### config.mk
export PLATFORM = sky130hd
export DESIGN_NAME = hue_window_scheduler
export DESIGN_NICKNAME = d
export VERILOG_FILES = /design/src/rtl/hue_window_scheduler.sv
export SDC_FILE = /design/constraint.sdc
export NUM_CORES = 1
export LEC_CHECK = 0
export BUFFER_PORTS_ARGS = -buffer_cell sky130_fd_sc_hd__buf_2
export CAP_MARGIN = 20
export CORE_MARGIN = 4
export CORE_UTILIZATION = 55
export CTS_CLUSTER_SIZE = 24
export DETAILED_ROUTE_END_ITERATION = 16
export PLACE_DENSITY = 0.74
export SLEW_MARGIN = 20
export SYNTH_ARGS = -nofsm -noshare
export SYNTH_HDL_FRONTEND = slang
export SYNTH_SLANG_ARGS = --single-unit
export TNS_END_PERCENT = 20
### constraint.sdc
create_clock -name clk -period 17.2 [get_ports clk]
set_clock_uncertainty 0.05 [all_clocks]
set_input_delay 1.72 -clock clk [delete_from_list [all_inputs] [get_ports clk]]
set_output_delay 1.72 -clock clk [all_outputs]
set_load 0.1 [all_outputs]
### src/rtl/hue_window_scheduler.sv
// Round-robin hue-window scheduler: services one enabled colour slot per video frame,
// accumulating match count and bounding box, and publishes each frame result over valid/ready.
module hue_window_scheduler #(
    parameter int IMAGE_W   = 640,
    parameter int IMAGE_H   = 480,
    parameter int MIN_COUNT = 64
) (
    input  logic        clk,
    input  logic        reset,
    input  logic        sop,
    input  logic        in_valid,
    input  logic        packet_video,
    input  logic [10:0] x,
    input  logic [10:0] y,
    input  logic [8:0]  hue,
    input  logic        cfg_we,
    input  logic [1:0]  cfg_addr,
    input  logic        cfg_en,
    input  logic [8:0]  cfg_lo,
    input  logic [8:0]  cfg_hi,
    output logic [8:0]  hue_lo,
    output logic [8:0]  hue_hi,
    output logic [1:0]  active_colour,
    output logic        overlay_en,
    output logic        res_valid,
    input  logic        res_ready,
    output logic [1:0]  res_colour,
    output logic        res_found,
    output logic [18:0] res_count,
    output logic [10:0] res_xmin,
    output logic [10:0] res_xmax,
    output logic [10:0] res_ymin,
    output logic [10:0] res_ymax,
    output logic [7:0]  res_drop_cnt
);
    // state  | meaning
    // IDLE   | no slot enabled, window outputs parked at 0
    // ARMED  | waiting for a video sop to pick the next slot
    // ACTIVE | accumulating matches for the selected slot
    // REPORT | one cycle: publish the frame result or count a drop
    typedef enum logic [1:0] {IDLE, ARMED, ACTIVE, REPORT} state_t;
    state_t state, state_nxt;

    localparam logic [18:0] COUNT_MAX = '1;
    localparam logic [10:0] COORD_MAX = '1;

    logic [3:0]  slot_en;
    logic [8:0]  slot_lo [4];
    logic [8:0]  slot_hi [4];

    logic        beat, beat_sop;
    logic [10:0] beat_x, beat_y;
    logic [8:0]  beat_hue;

    logic [1:0]  slot_q, last_q, next_slot, start_slot;
    logic [8:0]  lo_q, hi_q, win_lo, win_hi;
    logic [18:0] acc_count, base_count;
    logic [10:0] acc_xmin, acc_xmax, acc_ymin, acc_ymax;
    logic [10:0] base_xmin, base_xmax, base_ymin, base_ymax;
    logic        any_en, is_last, start_sel, restart, start, accumulate, hit, report_load;

    // Pixel beats are registered once; this stage sets the two-edge result latency.
    always_ff @(posedge clk or posedge reset) begin
        if (reset) begin
            beat     <= 1'b0;
            beat_sop <= 1'b0;
            beat_x   <= '0;
            beat_y   <= '0;
            beat_hue <= '0;
        end else begin
            beat     <= in_valid && packet_video;
            beat_sop <= sop;
            beat_x   <= x;
            beat_y   <= y;
            beat_hue <= hue;
        end
    end

    always_ff @(posedge clk or posedge reset) begin
        if (reset) begin
            slot_en <= '0;
            for (int i = 0; i < 4; i++) begin
                slot_lo[i] <= '0;
                slot_hi[i] <= '0;
            end
        end else if (cfg_we) begin
            slot_en[cfg_addr] <= cfg_en;
            slot_lo[cfg_addr] <= cfg_lo;
            slot_hi[cfg_addr] <= cfg_hi;
        end
    end

    // Smallest offset after the last-serviced slot wins, giving round-robin order.
    always_comb begin
        next_slot = last_q;
        for (int k = 4; k >= 1; k--) begin
            if (slot_en[2'(last_q + 2'(k))]) next_slot = 2'(last_q + 2'(k));
        end
    end

    assign any_en      = |slot_en;
    assign is_last     = (beat_x == 11'(IMAGE_W - 1)) && (beat_y == 11'(IMAGE_H - 1));
    assign start_sel   = (state == ARMED) && beat && beat_sop && any_en;
    assign restart     = (state == ACTIVE) && beat && beat_sop;
    assign start       = start_sel || restart;
    assign accumulate  = start || ((state == ACTIVE) && beat);
    assign start_slot  = start_sel ? next_slot : slot_q;
    assign win_lo      = start ? slot_lo[start_slot] : lo_q;
    assign win_hi      = start ? slot_hi[start_slot] : hi_q;
    assign hit         = (win_lo <= win_hi) ? (beat_hue >= win_lo && beat_hue <= win_hi)
                                            : (beat_hue >= win_lo || beat_hue <= win_hi);
    assign base_count  = start ? '0 : acc_count;
    assign base_xmin   = start ? COORD_MAX : acc_xmin;
    assign base_xmax   = start ? '0 : acc_xmax;
    assign base_ymin   = start ? COORD_MAX : acc_ymin;
    assign base_ymax   = start ? '0 : acc_ymax;
    assign report_load = !res_valid || res_ready;

    always_ff @(posedge clk or posedge reset) begin
        if (reset) state <= IDLE;
        else       state <= state_nxt;
    end

    always_comb begin
        state_nxt = state;
        case (state)
            IDLE:    if (any_en) state_nxt = ARMED;
            ARMED:   if (beat && beat_sop) state_nxt = any_en ? ACTIVE : IDLE;
            ACTIVE:  if (beat && !beat_sop && is_last) state_nxt = REPORT;
            REPORT:  state_nxt = ARMED;
            default: state_nxt = IDLE;
        endcase
    end

    always_comb begin
        hue_lo        = '0;
        hue_hi        = '0;
        active_colour = '0;
        overlay_en    = 1'b0;
        if (state != IDLE) begin
            hue_lo        = lo_q;
            hue_hi        = hi_q;
            active_colour = slot_q;
        end
        if (state == ACTIVE) overlay_en = 1'b1;
    end

    always_ff @(posedge clk or posedge reset) begin
        if (reset) begin
            slot_q       <= '0;
            last_q       <= 2'd3;
            lo_q         <= '0;
            hi_q         <= '0;
            acc_count    <= '0;
            acc_xmin     <= COORD_MAX;
            acc_xmax     <= '0;
            acc_ymin     <= COORD_MAX;
            acc_ymax     <= '0;
            res_valid    <= 1'b0;
            res_colour   <= '0;
            res_found    <= 1'b0;
            res_count    <= '0;
            res_xmin     <= '0;
            res_xmax     <= '0;
            res_ymin     <= '0;
            res_ymax     <= '0;
            res_drop_cnt <= '0;
        end else begin
            if (start) begin
                slot_q <= start_slot;
                lo_q   <= slot_lo[start_slot];
                hi_q   <= slot_hi[start_slot];
            end
            if (accumulate) begin
                acc_count <= (hit && base_count != COUNT_MAX) ? base_count + 19'd1 : base_count;
                acc_xmin  <= (hit && beat_x < base_xmin) ? beat_x : base_xmin;
                acc_xmax  <= (hit && beat_x > base_xmax) ? beat_x : base_xmax;
                acc_ymin  <= (hit && beat_y < base_ymin) ? beat_y : base_ymin;
                acc_ymax  <= (hit && beat_y > base_ymax) ? beat_y : base_ymax;
            end
            if (state == REPORT) begin
                last_q <= slot_q;
                if (report_load) begin
                    res_valid  <= 1'b1;
                    res_colour <= slot_q;
                    res_found  <= (acc_count >= 19'(MIN_COUNT));
                    res_count  <= acc_count;
                    res_xmin   <= acc_xmin;
                    res_xmax   <= acc_xmax;
                    res_ymin   <= acc_ymin;
                    res_ymax   <= acc_ymax;
                end else if (res_drop_cnt != 8'hFF) begin
                    res_drop_cnt <= res_drop_cnt + 8'd1;
                end
            end else if (res_valid && res_ready) begin
                res_valid <= 1'b0;
            end
        end
    end
endmodule

==> results of run 1 <==
worst paths after layout:
kind | end | slack, ns | cells past startpoint
min in group asynchronous | beat_x[4] | 1.19 | 2
worst min register to register | res_found | 0.43 | 2
worst max-delay path | acc_xmin[4] | 11.63 | 17
max in group asynchronous | acc_count[10] | 14.50 | 3
worst min-delay path | res_found | 0.43 | 2
worst max register to register | acc_xmin[4] | 11.63 | 17
worst min-delay path: stages, from the launching register on:
cell and delay, ns:
dfrtp_1 0.34, nand2_1 0.05, o21ai_0 0.06
state kept, by name, summed over array words and instances (netlist names), 11 cells and up:
| register | flops |
|---|---|
| beat_y | 11 |
| res_xmin | 11 |
| res_xmax | 11 |
| beat_x | 11 |
| acc_xmin | 11 |
| res_ymin | 11 |
| slot_hi | 36 |
| acc_ymin | 11 |
| acc_xmax | 11 |
| res_ymax | 11 |
| res_count | 19 |
| acc_count | 19 |
| slot_lo | 36 |
| acc_ymax | 11 |
report_power, final:
group,switching (uW),leakage [uW],internal (uW)
Clock,244,0.000476,381
Combinational,888,0.00330,362
Sequential,101,0.00320,791
synthesized netlist by cell type, drive strengths merged (3+ instances only):
master | n | area [um2]
a211oi | 4 | 30.0
a21o | 8 | 60.1
a21oi | 42 | 210
a221o | 11 | 110
a22o | 12 | 105
a31oi | 4 | 31.3
and2 | 5 | 31.3
and3 | 10 | 62.6
buf | 17 | 114
clkbuf | 29 | 109
dfrtp | 247 | 6180
dfstp | 24 | 631
ha | 75 | 938
inv | 48 | 180
mux2 | 146 | 1640
mux2i | 64 | 641
nand2 | 72 | 270
nand2b | 3 | 18.8
nand3 | 23 | 115
nand3b | 4 | 30.0
nand4 | 19 | 119
nor2 | 37 | 141
nor2b | 28 | 175
nor3 | 8 | 45.0
nor4 | 15 | 93.8
o21ai | 11 | 58.8
o221a | 14 | 158
o221ai | 5 | 43.8
o31ai | 11 | 82.6
o41ai | 3 | 45.1
or2 | 5 | 31.3
or4 | 12 | 90.1
xnor2 | 5 | 43.8
xor2 | 5 | 43.8
through the flow:
step                      instance area [um2]  cells  hold slack (ns)  setup slack [ns]
after floorplan                         12900   1051            0.419              8.00
after global placement                  14000   1481            0.412             11.80
after detailed placement                14000   1481            0.419             11.63
after CTS                               14900   1533            0.433             11.62
after global routing                    14900   1534            0.460             11.28
final                                   14900   1534            0.431             11.63
routing by layer:
metal  track usage  routed length (um)  share of wire
met5             0                  13        0.00045
met2         0.359               13600           0.47
met1         0.313               12900           0.45
met4        0.0620                 642          0.022
met3        0.0355                1400          0.049
placed cells by master, fill, tap and decap left out, drive strengths merged, types with 8 or more instances in the layout:
| cell type | count |
|---|---|
| dfrtp | 247 |
| buf | 164 |
| mux2 | 146 |
| ha | 75 |
| nand2 | 72 |
| mux2i | 64 |
| inv | 48 |
| a21oi | 42 |
| clkbuf | 40 |
| nor2 | 37 |
| nor2b | 28 |
| dfstp | 24 |
| nand3 | 23 |
| nand4 | 19 |
| nor4 | 15 |
| o221a | 14 |
| a22o | 12 |
| or4 | 12 |
| o31ai | 11 |
| a221o | 11 |
| o21ai | 11 |
| and3 | 10 |
| a21o | 8 |
| clkinv | 8 |
| nor3 | 8 |
cell type report:
class | instances | area (um2) | area share
clock buffers | 40 | 797 | 0.0533
multi-input cells | 686 | 5740 | 0.384
repair buffers | 164 | 858 | 0.0574
well taps | 313 | 392 | 0.0262
clock inverters | 12 | 160 | 0.0107
inverters | 48 | 188 | 0.0126
flip-flops and latches | 271 | 6810 | 0.456
cell families (layout without fill, tap and decap cells):
| kind of cell | count (synthesis) | in the layout |
|---|---|---|
| muxes | 210 | 210 |
| buffers and inverters | 94 | 264 |
| DFF | 271 | 271 |
| and+or+nand+nor | 244 | 244 |
| AOI/OAI and AO/OA | 145 | 145 |
| xor gates and xnor gates | 10 | 10 |
| adders and majority gates | 77 | 77 |
==> metrics.cfg, run 1 <==
[detailed_routing]
num_vias=8818
dr.pass1.iters=5
drtIter0Drc=598
via_per_inst=5.75
ant_nets=0
drc_errors=0
wire_per_inst_um=18.6
wl_um=28600

[clock_network]
htree_levels=1
clk_latency_ns=0.54
cts_buffer_depth=3
clk_pin_slew_ns=0.06
cts-hold-fix-buffers=0
clock-sinks=271
cts_root_buf=clkbuf_16
cts_tree=yes
postCtsResizedCells=0
post_cts_buffers=0
cts_buffers=28

[critical_path]
crit_path_start_kind=flop
worstSetupPathType=flop to flop
worstSetupStartpoint=state[1]
critical_path_buf_inv_count=3
slowest_stage=nor3_2
crit_arrival_ns=5.98
cp_cell_sequence=inv_1 > ha_1 > o41ai_4 > nor2_2 > mux2i_4 > buf_4 > mux2i_1 > o221ai_1 > inv_1 > ha_1 > a21o_1 > a221oi_2 > o211ai_1 > and2_1 > maj3_2 > nor3_2 > mux2i_1
crit_path_max_incr_delay_ns=0.95
cp_max_fo=37
critPathTopFamily=simple AND/OR/NAND/NOR gates
regToRegStartpoint=state[1]
worstSetupEndpointType=flop
crit_required_ns=17.60

[sta]
hold_violations=0
setup-tns-final_ns=0
fin_crit_sh=0.324
drv_slew=0
setup_violations=0
rsz0062_at_grt=no
tightest_slew_ns=1.11
finalCriticalPeriod_ns=5.57
relSlewSlack=0.256
fmax_ghz=0.179

[grt]
grt_use_total=0.221
grt_pass1_vias=8958
antenna_found_initial=1
grt_max_degree=191
grt_overflow=0
grt_first_pass_wirelength_um=47300

[pwr]
power.density_nw_per_um2=185
leakagePower_uw=0.00698
fin_total_pwr_uw=2770
peakVddDrop_uv=154

[synthesis]
ys_types=61
syn_area_um2=12900
synthArstFlopShare=1.00
syn_inst=1051
synth_ff_type=dfrtp_1
synth_edf_count=0
synth_compound_area_frac=0.0862
synth_nets=1185
synth.area.mux_share=0.177
synthAdderAreaFrac=0.0745
synth-seq-cells=271
yosysWarnings=0
avgSynthCellArea_um2=12.3
synthXorXnorAreaFrac=0.00679
synth_top_family_by_area=multiplexers
yosys.area_share.simple=0.0965
seq_area_frac_synth=0.528

[floorplan]
die_y_um=161
num_rows=55
core_um2=22800
fp.dieW_um=161
io_pins=155
start_util=0.565
dieArea_um2=26000

[place]
place_congestion=0.844
portBuffers=154
dp_hpwl_um=19500

[hold_path]
hold_path.class=flop to flop
min-delay-start=res_found

[cells_and_area]
layout-drive-gt1-share=0.337
finish.utilization=0.654
antenna_cells=0
fillCellCount=1798
area_growth_syn_to_layout_pct=15.8
nets=1333

[status]
outcome=finished, final reports clean

[run]
cap_violations=0

No activity file was read; power rests on OpenSTA's default activity.
==> run 2, diff against run 1 <==
--- a/config.mk
+++ b/config.mk
@@ -8,10 +8,10 @@
 export BUFFER_PORTS_ARGS = -buffer_cell sky130_fd_sc_hd__buf_2
 export CAP_MARGIN = 20
 export CORE_MARGIN = 4
-export CORE_UTILIZATION = 55
+export CORE_UTILIZATION = 53
 export CTS_CLUSTER_SIZE = 24
 export DETAILED_ROUTE_END_ITERATION = 16
-export PLACE_DENSITY = 0.74
+export PLACE_DENSITY = 0.75
 export SLEW_MARGIN = 20
 export SYNTH_ARGS = -nofsm -noshare
 export SYNTH_HDL_FRONTEND = slang
==> constraint.sdc (replaced) <==
create_clock -name clk -period 4.5 [get_ports clk]
set_clock_uncertainty 0.05 [all_clocks]
set_input_delay 0.45 -clock clk [delete_from_list [all_inputs] [get_ports clk]]
set_output_delay 0.45 -clock clk [all_outputs]
set_load 0.1 [all_outputs]
==> run 2 against run 1 <==
  * Combinational power increased to 4.1 times the previous value
  * Flip-flop and latch count is the same
  * Fmax rose by 29%
  * Critical path type unchanged
  * Largest power group unchanged
==> metrics.cfg, run 2 (synthesis gave the netlist of run 1 again) <==
[status]
outcome=finished, final reports clean

[floorplan]
num_rows=56
dieArea_um2=26900
io_pins=155
fp.dieW_um=164
core_um2=23700
die_y_um=164
start_util=0.545

[clock_network]
cts_buffers=28
clk_pin_slew_ns=0.06
clock-sinks=271
cts_buffer_depth=3
cts_root_buf=clkbuf_16
htree_levels=1
cts_tree=yes
clk_latency_ns=0.55

[sta]
hold_violations=0
tightest_slew_ns=1.02
setup_violations=0
finalCriticalPeriod_ns=4.33
fin_crit_sh=0.963
relSlewSlack=0.322
drv_slew=0
fin_hold_ws_ns=0.127
fmax_ghz=0.231
fin_ws_ns=0.169

[place]
portBuffers=154
place_congestion=0.888
dp_hpwl_um=20500
place_ws_ns=0.108

[pwr]
power.density_nw_per_um2=696
peakVddDrop_uv=783
leakagePower_uw=0.00731

[grt]
antenna_found_initial=2
grt_overflow=0
grt_use_total=0.225
grt_first_pass_wirelength_um=48800
grt_max_degree=145
grt_pass1_vias=9483

[detailed_routing]
drc_errors=0
ant_nets=0
num_vias=9087
wl_um=30000
drtIter0Drc=559
dr.pass1.iters=4
via_per_inst=5.66
wire_per_inst_um=18.7

[hold_path]
hold_path.class=input port to flop
holdPathEnd=slot_hi[6]
hold_depth=2
min-delay-start=cfg_hi[6]

[cells_and_area]
final_common_cell=dfrtp_1
layout-drive-gt1-share=0.353
top_regs=slot_hi: 36 flops, slot_lo: 36 flops
nets=1401
multi_input_area_um2=5780
area_growth_syn_to_layout_pct=21.5
finish.utilization=0.662
seqCellArea_um2=6810
layout_common_cells=247 x dfrtp_1, 154 x buf_2, 145 x mux2_2, 74 x ha_1, 71 x nand2_1
antenna_cells=0
fillCellCount=1745

[run]
cap_violations=0

[critical_path]
crit_arrival_ns=4.72
worstRegToRegCells=18
worstSetupPathType=flop to flop
cp_max_fo=30
regToRegStartpoint=state[1]
crit_required_ns=4.89
rrSetupSlack_ns=0.17
crit_path_start_kind=flop
worst_r2r_endpoint=acc_count[15]
worstSetupEndpointType=flop

## run 2: worst max path at each step
stage | start | to | cells after the start
after floorplan | state[0] | acc_count[3] | 17
after global placement | state[1] | acc_count[6] | 18
after detailed placement | slot_en[0] | acc_xmax[0] | 16
after CTS | slot_en[0] | acc_xmax[0] | 16
after global routing | state[1] | acc_count[5] | 19
final | state[1] | acc_count[15] | 18
## run 2: area by class of cell
type | instances | share of cell area
clock inverter | 11 | 0.00854
tap | 319 | 0.0255
clock buffer | 39 | 0.0512
inverter | 48 | 0.0117
sequential | 271 | 0.435
multi-input combinational | 686 | 0.369
timing repair buffer | 232 | 0.0997
## run 2: routing by layer
layer,up-vias,track usage,part of all wire
met1,4538,0.299,0.43
met5,-,0,0.00060
met2,227,0.386,0.50
met4,4,0.0541,0.019
met3,52,0.0407,0.054
li1,4266,-,-
## run 2: worst max-delay path: stages, from the launching register on
cell      delay, ns
dfrtp_1        0.40
inv_1          0.12
ha_4           0.17
o41ai_4        0.08
nor2_2         0.20
mux2i_4        0.33
buf_12         0.17
buf_8          0.15
buf_4          0.16
mux2i_1        0.22
o221a_2        0.26
ha_1           0.26
a21oi_1        0.18
o211ai_1       0.13
and2_1         0.16
maj3_2         0.33
buf_12         0.17
nor4_1         0.41
mux2i_1        0.25
## run 2: power breakdown
part | leakage (uW) | internal (uW) | switching (uW)
clock network | 0.000467 | 1410 | 938
registers | 0.00320 | 3020 | 388
logic | 0.00364 | 1660 | 3500
total | 0.00731 | 6090 | 4820
## run 2: repair_timing
item	CTS	global route
setup endpoints to repair	0	59
gates resized for setup	0	12
hold buffers	33	0
setup buffers	0	9
hold endpoints to repair	47	0
## run 2: stage by stage
step / area [um2] / power, uW / setup TNS, ns / instances
3_3_place_gp: 14300 / 8330 / 0 / 1514
3_5_place_dp: 14300 / 8440 / 0 / 1514
6_report: 15700 / 10900 / 0 / 1606
4_1_cts: 15500 / 10800 / 0 / 1597
5_1_grt: 15700 / 11500 / -1.49 / 1606
2_1_floorplan: 12900 / 7340 / -3.20 / 1051
